$ cat config.mk
export PLATFORM = sky130hd
export DESIGN_NAME = mem_access_unit
export DESIGN_NICKNAME = d
export VERILOG_FILES = /design/src/rtl/mem_access_pkg.sv /design/src/rtl/mem_access_unit_load_extender.sv /design/src/rtl/mem_access_unit.sv
export SDC_FILE = /design/constraint.sdc
export NUM_CORES = 1
export LEC_CHECK = 0
export CAP_MARGIN = 20
export CORE_UTILIZATION = 44
export DETAILED_ROUTE_END_ITERATION = 10
export PLACE_DENSITY = 0.78
export SLEW_MARGIN = 20
export SYNTH_ARGS = -nofsm -noshare
export SYNTH_HDL_FRONTEND = slang
export SYNTH_SLANG_ARGS = --single-unit
$ cat constraint.sdc
create_clock -name CLK -period 2.49 [get_ports CLK]
set_input_delay 0.747 -clock CLK [delete_from_list [all_inputs] [get_ports CLK]]
set_output_delay 0.747 -clock CLK [all_outputs]
set_load 0.02 [all_outputs]
$ cat src/rtl/mem_access_pkg.sv
// -----------------------------------------------------------------------------
// mem_access_pkg
// Shared types and constants for the MEM-stage data-memory access unit:
//   - state_t     : access FSM states (IDLE, BUSY, DONE)
//   - acc_size_t  : decoded access width (byte / halfword / word)
//   - F3_*        : funct3 encodings for loads and stores
//   - BE_*        : byte-enable patterns for lane 0, shifted by the address
//   - size_of()   : funct3 -> access width (unused codes behave as word)
//   - is_misaligned() : alignment rule for a given width and byte offset
// -----------------------------------------------------------------------------
package mem_access_pkg;

  typedef enum logic [1:0] {
    IDLE = 2'd0,
    BUSY = 2'd1,
    DONE = 2'd2
  } state_t;

  typedef enum logic [1:0] {
    SZ_BYTE = 2'd0,
    SZ_HALF = 2'd1,
    SZ_WORD = 2'd2
  } acc_size_t;

  localparam logic [2:0] F3_B  = 3'b000;
  localparam logic [2:0] F3_H  = 3'b001;
  localparam logic [2:0] F3_W  = 3'b010;
  localparam logic [2:0] F3_BU = 3'b100;
  localparam logic [2:0] F3_HU = 3'b101;

  localparam logic [3:0] BE_BYTE = 4'b0001;
  localparam logic [3:0] BE_HALF = 4'b0011;
  localparam logic [3:0] BE_WORD = 4'b1111;

  function automatic acc_size_t size_of(input logic [2:0] f3);
    case (f3)
      F3_B, F3_BU: size_of = SZ_BYTE;
      F3_H, F3_HU: size_of = SZ_HALF;
      default:     size_of = SZ_WORD;
    endcase
  endfunction

  function automatic logic is_misaligned(input acc_size_t sz, input logic [1:0] off);
    case (sz)
      SZ_BYTE: is_misaligned = 1'b0;
      SZ_HALF: is_misaligned = off[0];
      default: is_misaligned = (off != 2'b00);
    endcase
  endfunction

endpackage

$ cat src/rtl/mem_access_unit_load_extender.sv
// -----------------------------------------------------------------------------
// load_extender
// Combinational little-endian load lane selection and extension.
// Ports:
//   rdata_i   [31:0] raw word read from the data memory
//   addr_lo_i [1:0]  byte offset of the access inside the word
//   funct3_i  [2:0]  access size/sign (B, H, W, BU, HU; others act as W)
//   result_o  [31:0] sign- or zero-extended load value
// -----------------------------------------------------------------------------
module load_extender
  import mem_access_pkg::*;
(
  input  logic [31:0] rdata_i,
  input  logic [1:0]  addr_lo_i,
  input  logic [2:0]  funct3_i,
  output logic [31:0] result_o
);

  logic [7:0]  byte_lane;
  logic [15:0] half_lane;

  // Byte offset selects the lane; halfwords only ever sit at offset 0 or 2.
  assign byte_lane = rdata_i[8*addr_lo_i +: 8];
  assign half_lane = addr_lo_i[1] ? rdata_i[31:16] : rdata_i[15:0];

  always_comb begin
    case (funct3_i)
      F3_B:    result_o = {{24{byte_lane[7]}}, byte_lane};
      F3_BU:   result_o = {24'h000000, byte_lane};
      F3_H:    result_o = {{16{half_lane[15]}}, half_lane};
      F3_HU:   result_o = {16'h0000, half_lane};
      default: result_o = rdata_i;
    endcase
  end

endmodule

$ cat src/rtl/mem_access_unit.sv
// -----------------------------------------------------------------------------
// mem_access_unit
// MEM-stage data-memory access controller. Launches loads/stores from the
// EX/MEM register onto a req/ack bus, stalls the pipeline while the access is
// outstanding and presents the extended load result for one DONE cycle so
// mem_wb can capture it.
//
// Optional feature macro: MEM_TIMEOUT_EN
//   defined   : BUSY aborts after TIMEOUT_CYCLES cycles without mem_ack and
//               pulses bus_error_MEM during the DONE cycle.
//   undefined : BUSY waits indefinitely, bus_error_MEM is tied to 0.
//
// Ports:
//   CLK, RESET_N         clock, asynchronous active-low reset
//   MemRead_MEM          load present in MEM
//   MemWrite_MEM         store present in MEM (wins if both are high)
//   funct3_MEM           access size/sign
//   alu_resultado_MEM    byte address
//   write_data_MEM       store data (rs2)
//   mem_req/we/addr/be/wdata  registered bus request, stable while BUSY
//   mem_rdata, mem_ack   bus response (rdata valid with the one-cycle ack)
//   salida_ram_MEM       extended load result, valid in DONE only
//   stall_MEM            freeze IF..MEM while the access is in flight
//   misaligned_MEM       combinational misaligned-access flag
//   bus_error_MEM        bus timeout flag
// -----------------------------------------------------------------------------
module mem_access_unit
  import mem_access_pkg::*;
#(
  parameter int size           = 32,
  parameter int TIMEOUT_CYCLES = 255
) (
  input  logic            CLK,
  input  logic            RESET_N,
  input  logic            MemRead_MEM,
  input  logic            MemWrite_MEM,
  input  logic [2:0]      funct3_MEM,
  input  logic [size-1:0] alu_resultado_MEM,
  input  logic [size-1:0] write_data_MEM,
  output logic            mem_req,
  output logic            mem_we,
  output logic [size-1:0] mem_addr,
  output logic [3:0]      mem_be,
  output logic [size-1:0] mem_wdata,
  input  logic [size-1:0] mem_rdata,
  input  logic            mem_ack,
  output logic [size-1:0] salida_ram_MEM,
  output logic            stall_MEM,
  output logic            misaligned_MEM,
  output logic            bus_error_MEM
);

  state_t          state_q, state_d;
  logic            req_q, req_d;
  logic            we_q, we_d;
  logic [size-1:0] addr_q, addr_d;
  logic [3:0]      be_q, be_d;
  logic [size-1:0] wdata_q, wdata_d;
  logic [1:0]      off_q, off_d;
  logic [2:0]      f3_q, f3_d;
  logic [size-1:0] salida_q, salida_d;

  logic            access;
  logic            misaligned;
  acc_size_t       acc_size;
  logic [1:0]      off_in;
  logic [3:0]      store_be;
  logic [size-1:0] store_wdata;
  logic [size-1:0] load_result;

`ifdef MEM_TIMEOUT_EN
  localparam int CNT_W = ($clog2(TIMEOUT_CYCLES + 1) > 8) ? $clog2(TIMEOUT_CYCLES + 1) : 8;
  logic [CNT_W-1:0] cnt_q, cnt_d;
  logic             berr_q, berr_d;
`else
  logic unused_timeout_cfg;
  assign unused_timeout_cfg = ^TIMEOUT_CYCLES;
`endif

  // ---------------------------------------------------------------------------
  // Request decode (only acted upon in IDLE)
  // ---------------------------------------------------------------------------
  assign access     = MemRead_MEM | MemWrite_MEM;
  assign off_in     = alu_resultado_MEM[1:0];
  assign acc_size   = size_of(funct3_MEM);
  assign misaligned = access & is_misaligned(acc_size, off_in);

  always_comb begin
    case (acc_size)
      SZ_BYTE: begin
        store_be    = BE_BYTE << off_in;
        store_wdata = {4{write_data_MEM[7:0]}};
      end
      SZ_HALF: begin
        store_be    = BE_HALF << off_in;
        store_wdata = {2{write_data_MEM[15:0]}};
      end
      default: begin
        store_be    = BE_WORD;
        store_wdata = write_data_MEM;
      end
    endcase
  end

  // Extraction uses the offset/funct3 latched at launch, not the live inputs.
  load_extender u_load_extender (
    .rdata_i   (mem_rdata),
    .addr_lo_i (off_q),
    .funct3_i  (f3_q),
    .result_o  (load_result)
  );

  // ---------------------------------------------------------------------------
  // Next-state and outputs
  // ---------------------------------------------------------------------------
  always_comb begin
    // NOTE: every signal written here gets a default first, so no path can
    // leave one unassigned and infer a latch.
    state_d   = state_q;
    req_d     = req_q;
    we_d      = we_q;
    addr_d    = addr_q;
    be_d      = be_q;
    wdata_d   = wdata_q;
    off_d     = off_q;
    f3_d      = f3_q;
    salida_d  = salida_q;
    stall_MEM = 1'b0;
`ifdef MEM_TIMEOUT_EN
    cnt_d     = cnt_q;
    berr_d    = berr_q;
`endif

    case (state_q)
      IDLE: begin
        if (access && !misaligned) begin
          stall_MEM = 1'b1;
          state_d   = BUSY;
          req_d     = 1'b1;
          we_d      = MemWrite_MEM;
          addr_d    = {alu_resultado_MEM[size-1:2], 2'b00};
          be_d      = MemWrite_MEM ? store_be : BE_WORD;
          wdata_d   = MemWrite_MEM ? store_wdata : '0;
          off_d     = off_in;
          f3_d      = funct3_MEM;
        end
      end

      BUSY: begin
        stall_MEM = 1'b1;
        if (mem_ack) begin
          req_d    = 1'b0;
          salida_d = we_q ? '0 : load_result;
          state_d  = DONE;
`ifdef MEM_TIMEOUT_EN
        end else if (cnt_q == CNT_W'(TIMEOUT_CYCLES - 1)) begin
          req_d    = 1'b0;
          salida_d = '0;
          berr_d   = 1'b1;
          state_d  = DONE;
        end else begin
          cnt_d = cnt_q + 1'b1;
`endif
        end
      end

      DONE: begin
        // Result is held this cycle for mem_wb, then cleared so it never leaks
        // into a later instruction.
        state_d  = IDLE;
        salida_d = '0;
`ifdef MEM_TIMEOUT_EN
        cnt_d    = '0;
        berr_d   = 1'b0;
`endif
      end

      default: state_d = IDLE;
    endcase
  end

  // ---------------------------------------------------------------------------
  // State registers
  // ---------------------------------------------------------------------------
  // NOTE: sequential state uses non-blocking assignments and an asynchronous
  // active-low reset, so an abort drops mem_req without waiting for a clock.
  always_ff @(posedge CLK or negedge RESET_N) begin
    if (!RESET_N) begin
      state_q  <= IDLE;
      req_q    <= 1'b0;
      we_q     <= 1'b0;
      addr_q   <= '0;
      be_q     <= 4'b0000;
      wdata_q  <= '0;
      off_q    <= 2'b00;
      f3_q     <= 3'b000;
      salida_q <= '0;
`ifdef MEM_TIMEOUT_EN
      cnt_q    <= '0;
      berr_q   <= 1'b0;
`endif
    end else begin
      state_q  <= state_d;
      req_q    <= req_d;
      we_q     <= we_d;
      addr_q   <= addr_d;
      be_q     <= be_d;
      wdata_q  <= wdata_d;
      off_q    <= off_d;
      f3_q     <= f3_d;
      salida_q <= salida_d;
`ifdef MEM_TIMEOUT_EN
      cnt_q    <= cnt_d;
      berr_q   <= berr_d;
`endif
    end
  end

  assign mem_req        = req_q;
  assign mem_we         = we_q;
  assign mem_addr       = addr_q;
  assign mem_be         = be_q;
  assign mem_wdata      = wdata_q;
  assign salida_ram_MEM = salida_q;
  assign misaligned_MEM = misaligned;
`ifdef MEM_TIMEOUT_EN
  assign bus_error_MEM  = berr_q;
`else
  assign bus_error_MEM  = 1'b0;
`endif

endmodule

# Yosys cells after proc, flatten, opt, wreduce, memory -nomap -nowiden
# Cells that the tools add are included.
dict set report classes {
  n_eq_ne 11
  shift 3
  mux 19
  bitwise 2
  reduce_logical 15
}
# op n
set op_table {}
lappend op_table {{32-bit one-hot mux with 2 select lines} 2}
lappend op_table {{32-bit one-hot mux with 4 select lines} 1}
lappend op_table {{32-bit 2-to-1 mux} 3}
lappend op_table {{32-bit by 6-bit variable part select with 8-bit output} 1}
lappend op_table {{16-bit 2-to-1 mux} 1}
lappend op_table {{3-bit equality test, second input constant} 4}
lappend op_table {{2-bit one-hot mux with 2 select lines} 2}
lappend op_table {{4-bit one-hot mux with 2 select lines} 1}
lappend op_table {{3-bit by 1-bit equality test with 1-bit output, second input constant} 2}
lappend op_table {{3-bit zero test} 2}
lappend op_table {{1-bit one-hot mux with 2 select lines} 3}
lappend op_table {{2-bit AND reduction} 3}
lappend op_table {{2-bit nonzero test} 3}
lappend op_table {{2-bit by 1-bit equality test with 1-bit output, second input constant} 2}
lappend op_table {{2-bit zero test} 2}
lappend op_table {{2-bit 2-to-1 mux} 2}
lappend op_table {{4-bit 2-to-1 mux} 1}
lappend op_table {{2-bit != test, second input constant} 2}
lappend op_table {{2-bit OR reduction} 2}
lappend op_table {{1-bit by 2-bit << shifter with 4-bit output, first input constant} 1}
lappend op_table {{2-bit by 2-bit << shifter with 4-bit output, first input constant} 1}
lappend op_table {{1-bit 2-to-1 mux} 3}
lappend op_table {{3-bit AND reduction} 1}
lappend op_table {{2-bit equality test, second input constant} 1}
lappend op_table {{4 further kinds} 4}
dict set report word_totals {
  reg_bits 107
  output_inout_bits 105
  wordCells 59
}

# Logic depth before layout (Yosys ltp)
dict set report depth {
  ltp_word 10
  depth_mapped 7
}

# Cells and area by module
# Synthesis repeated with hierarchy kept, for this count alone.
dict set report hier_totals {
  hier_cells 406
  area_unflattened_um2 5200.0
}
# mod instances cells_each area_each_um2 seq_area_each_um2
set modules_own_cells {}
lappend modules_own_cells {mem_access_unit 1 310 4354.2 2677.6}
lappend modules_own_cells {load_extender 1 96 845.8 0.0}

# Least setup slack after synthesis
# OpenSTA, ideal clock, no wires.
dict set report synth_path {
  path_type {input to output}
  from {in MemWrite_MEM}
  to {out misaligned_MEM}
  arrival_time_ps 1717
  required_ps 1743
  slack_ps 26
  path_stages 4
  cell_sequence {buf_2 buf_1 nor2_1 nor3_1}
}
dict set report synth_via {
  elab_chain_cells 2
}
# item line_no
set synth_rtl {}
lappend synth_rtl {{from (decl)} mem_access_unit.sv:36} ;# input logic MemWrite_MEM,
lappend synth_rtl {{1-bit bitwise OR} mem_access_unit.sv:83} ;# assign access = MemRead_MEM | MemWrite_MEM;
lappend synth_rtl {{1-bit bitwise AND} mem_access_unit.sv:86} ;# assign misaligned = access & is_misaligned(acc_size, off_in);
lappend synth_rtl {{to (decl)} mem_access_unit.sv:49} ;# output logic misaligned_MEM,
# No other way between the ends.

# Final worst setup path
dict set report layout_path {
  from {in funct3_MEM[1]}
  to {out stall_MEM}
}
dict set report layout_via {
  elab_chain_cells 10
}
# item line_no
set layout_rtl {}
lappend layout_rtl {{from (decl)} mem_access_unit.sv:37} ;# input logic [2:0] funct3_MEM,
lappend layout_rtl {{3-bit by 1-bit equality test with 1-bit output (tied with other cells)} mem_access_pkg.sv:36} ;# case (f3)
lappend layout_rtl {{2-bit OR reduction} mem_access_pkg.sv:36}
lappend layout_rtl {{2-bit one-hot mux with 2 select lines (*)} mem_access_pkg.sv:36}
lappend layout_rtl {{2-bit by 1-bit equality test with 1-bit output / 2-bit zero test (equally long branches)} mem_access_pkg.sv:44} ;# case (sz)
lappend layout_rtl {{1-bit one-hot mux with 2 select lines (*)} mem_access_pkg.sv:44}
lappend layout_rtl {{1-bit bitwise AND (*)} mem_access_unit.sv:86}
lappend layout_rtl {{1-bit zero test (*)} mem_access_unit.sv:136} ;# if (access && !misaligned) begin
lappend layout_rtl {{1-bit logical AND (*)} mem_access_unit.sv:136}
lappend layout_rtl {{1-bit 2-to-1 mux (*)} mem_access_unit.sv:136}
lappend layout_rtl {{1-bit one-hot mux with 2 select lines (*)} mem_access_unit.sv:134} ;# case (state_q)
lappend layout_rtl {{to (decl)} mem_access_unit.sv:48} ;# output logic stall_MEM,
# Every way passes the cells marked *; elsewhere a longest branch is shown, timed or not.

==> impl_results.md <==
* Die H at 110.3 µm
* Crit path time final at 2389 ps
* I/O Buffers at 205
* FF+latch area at 2678 µm²
* Outcome: complete, no violations
* Reg-to-reg critical path startpoint: state_q[1]
* Avg Cell Area, Syn at 11.35 µm²
* Ys Warns at 0
* Initial antenna violation count at 0
* Fillcell total at 908
* RSZ-0062 raised after global routing: false
* Core area at 11420 µm²
* Clk_skew at 7.039 ps
* Arrival @ worst endpoint at 1640 ps
* Crit path launch type: input pin
* Layout area overhead at 48.23%
* PwrDens at 1094 nW/µm²
* RePlAce Congestion at 0.8580
* N_diodes at 0
* R2r worst-path depth at 5
* CP endpoint kind: output port
* WL per Instance at 17.88 µm
* Worst-skew pair later-pin latency at 340 ps
* Cell variety after synth at 44
* Hold crit path type: in2async
* Critical Path Stages at 5
* Starting Density at 45.23%
* Root Buffer: clkbuf_16
* Commonest cells after routing, fill and taps aside: clkdlybuf4s50_1, dfrtp_1, nand2_1
* Final wirelength at 14340 µm
* CTS tree: built
* Worst-path clk slew at 70 ps
* Post-CTS Setup Inserts at 0
* Synth async-reset ratio at 100.0%
* Slew @ Worst Pin at 846.1 ps
* Synthesized instance count at 455
* Max-Cap Viols at 0
* #FFs+latches synth at 107
* Largest net degree at the start of global routing at 73
* Max VDD drop at 0.6390 mV
* Total Neg Setup Slack at 0 ps
* Crit Path Category: in2out
* Multi-input combinational cell area at 2260 µm²
* Total I/O pin count at 209
* Die width at 110.3 µm
* First-pass DRT Iterations at 4
* GRT Total Usage at 23.85%
* Flop2flop setup slack at 480 ps
* CTS H-tree depth at 3
* Clk sinks at 107
* CP Max Fanout at 3
* Number of remaining DRC errors at 0
* DPL Wire Length at 10910 µm
* Vias in the first global route at 4287
* Post-synth EDFFs at 0
* Via density at 5.385
* Reg-to-reg endpoint: mem_addr[15]
* Grt ovf at 0
* Antenna-violating nets left at 0
* Final Hold Viols at 0
* CTS buffer count at 9
* Initial drt markers at 260
* Crit share post-route at 95.94%
* Most common cell after layout, fill and taps aside: clkdlybuf4s50_1
* Critical Path End: stall_MEM
* CP Buf/Inv Count at 2
* Cell family with most CP delay: buffers and inverters
* CP startpoint: funct3_MEM[1]
* Fin Hold WS at 331.6 ps
* Hold buffers post-CTS at 0
* Row Count at 39
* Ys flop type: dfrtp_1
* Slew margin rel. at 43.17%
* Slowest CP cell: dlygate4sd2_1
* Final-stage net count at 759
* Register area share after synthesis at 51.84%
* Full die area at 12180 µm²
* Via count at 4319
* # setup viols final at 0
* Share of cells above drive strength 1 at 13.05%
* First-pass GRT wire length at 21910 µm
* Max incr delay on CP at 270 ps
* Final Max Tran Viols at 0
* CTS max path bufs at 2
* Critical path required time at 1740 ps
* Mapped cell area at 5165 µm²
* Cell Chain, Critical Path: dlygate4sd2_1 > a21oi_2 > o221ai_4 > nand2_1 > buf_6
* Leak at 3.338 nW
* Fmax at 0.4186 GHz
[registers in the layout, summed over array words and instances, names as in the netlist]
name	count
mem_req	1
state_q	2
mem_be	4
mem_addr	30
mem_we	1
f3_q	3
salida_ram_MEM	32
mem_wdata	32
off_q	2
[where the power goes]
group / leakage [nW] / internal, W / switching (W) / total, W
Combinational: 1.86 / 0.00210 / 0.00198 / 0.00408
Sequential: 1.35 / 0.00242 / 0.000492 / 0.00291
Clock: 0.134 / 0.000772 / 0.000620 / 0.00139
Total: 3.34 / 0.00528 / 0.00309 / 0.00838
[area by class of cell]
cell class | count | area share (%)
multi-input combinational | 303 | 29.51
sequential | 107 | 34.97
clock inverter | 5 | 0.7191
tap | 143 | 2.337
clock buffer | 10 | 2.991
timing repair buffer | 227 | 29.12
inverter | 7 | 0.3432
[cells in the mapped netlist (7+ instances only)]
| master | count | area share, % |
|---|---|---|
| mux2_2 | 12 | 2.6 |
| nand2_1 | 69 | 5.0 |
| nor2_1 | 7 | 0.51 |
| mux2i_1 | 31 | 6.0 |
| buf_2 | 20 | 1.9 |
| nor2b_1 | 8 | 0.97 |
| clkbuf_1 | 8 | 0.58 |
| a21oi_1 | 13 | 1.3 |
| o21ai_0 | 42 | 4.1 |
| dfrtp_1 | 107 | 52 |
| o31ai_1 | 16 | 2.3 |
| a221o_1 | 17 | 3.3 |
| nand2b_1 | 10 | 1.2 |
| a22o_1 | 7 | 1.2 |
| mux2_4 | 26 | 7.6 |
[worst register-to-register path: stages, from the launching register on]
cell and delay (ps):
dfrtp_1 430, nor2_1 300, o221ai_4 180, clkbuf_8 330, buf_4 330, mux2_4 330
[logic make-up (layout without fill, tap and decap cells)]
family          Yosys count  after routing  share of synthesized area [%]
buf+inv                  47            249                          4.990
flops                   107            107                          51.84
simple gates            110            110                          10.32
other cells               1              3                        0.07260
compound gates          121            121                          16.59
mux                      69             69                          16.18
[how the worst min path moves through the flow]
stage                  start       endpoint  cells past startpoint
6_report             RESET_N   mem_addr[12]                      1
2_1_floorplan        RESET_N        f3_q[0]                      0
5_1_grt              RESET_N   mem_addr[12]                      1
3_3_place_gp   mem_wdata[23]  mem_wdata[23]                      2
3_5_place_dp   mem_wdata[23]  mem_wdata[23]                      2
4_1_cts              RESET_N   mem_addr[17]                      1
[what timing repair did]
action | in CTS | in global routing
endpoints found under the hold margin | 0 | 0
pin swaps | 3 | 1
cloned | 0 | 0
setup endpoints to repair | 35 | 27
resized for setup | 20 | 2
[per-stage QoR]
step	instance area (µm²)	worst slack (ps)	instances	total power (W)	utilization [%]
after floorplan	5172	25.93	457	0.005115	-
after global placement	7358	-644.7	787	0.006918	64.44
after detailed placement	7358	-654.9	787	0.007013	64.44
after CTS	7644	10.87	802	0.008425	66.94
after global routing	7656	39.51	802	0.008879	67.05
final	7656	101.1	802	0.008376	67.05
[per-layer routing]
layer	wire length, µm	global-route usage (%)
met5	0	0
met4	249	8.459
met3	1413	7.584
met2	6788	38.20
met1	5891	30.33
No activity file was read; power rests on OpenSTA's default activity.
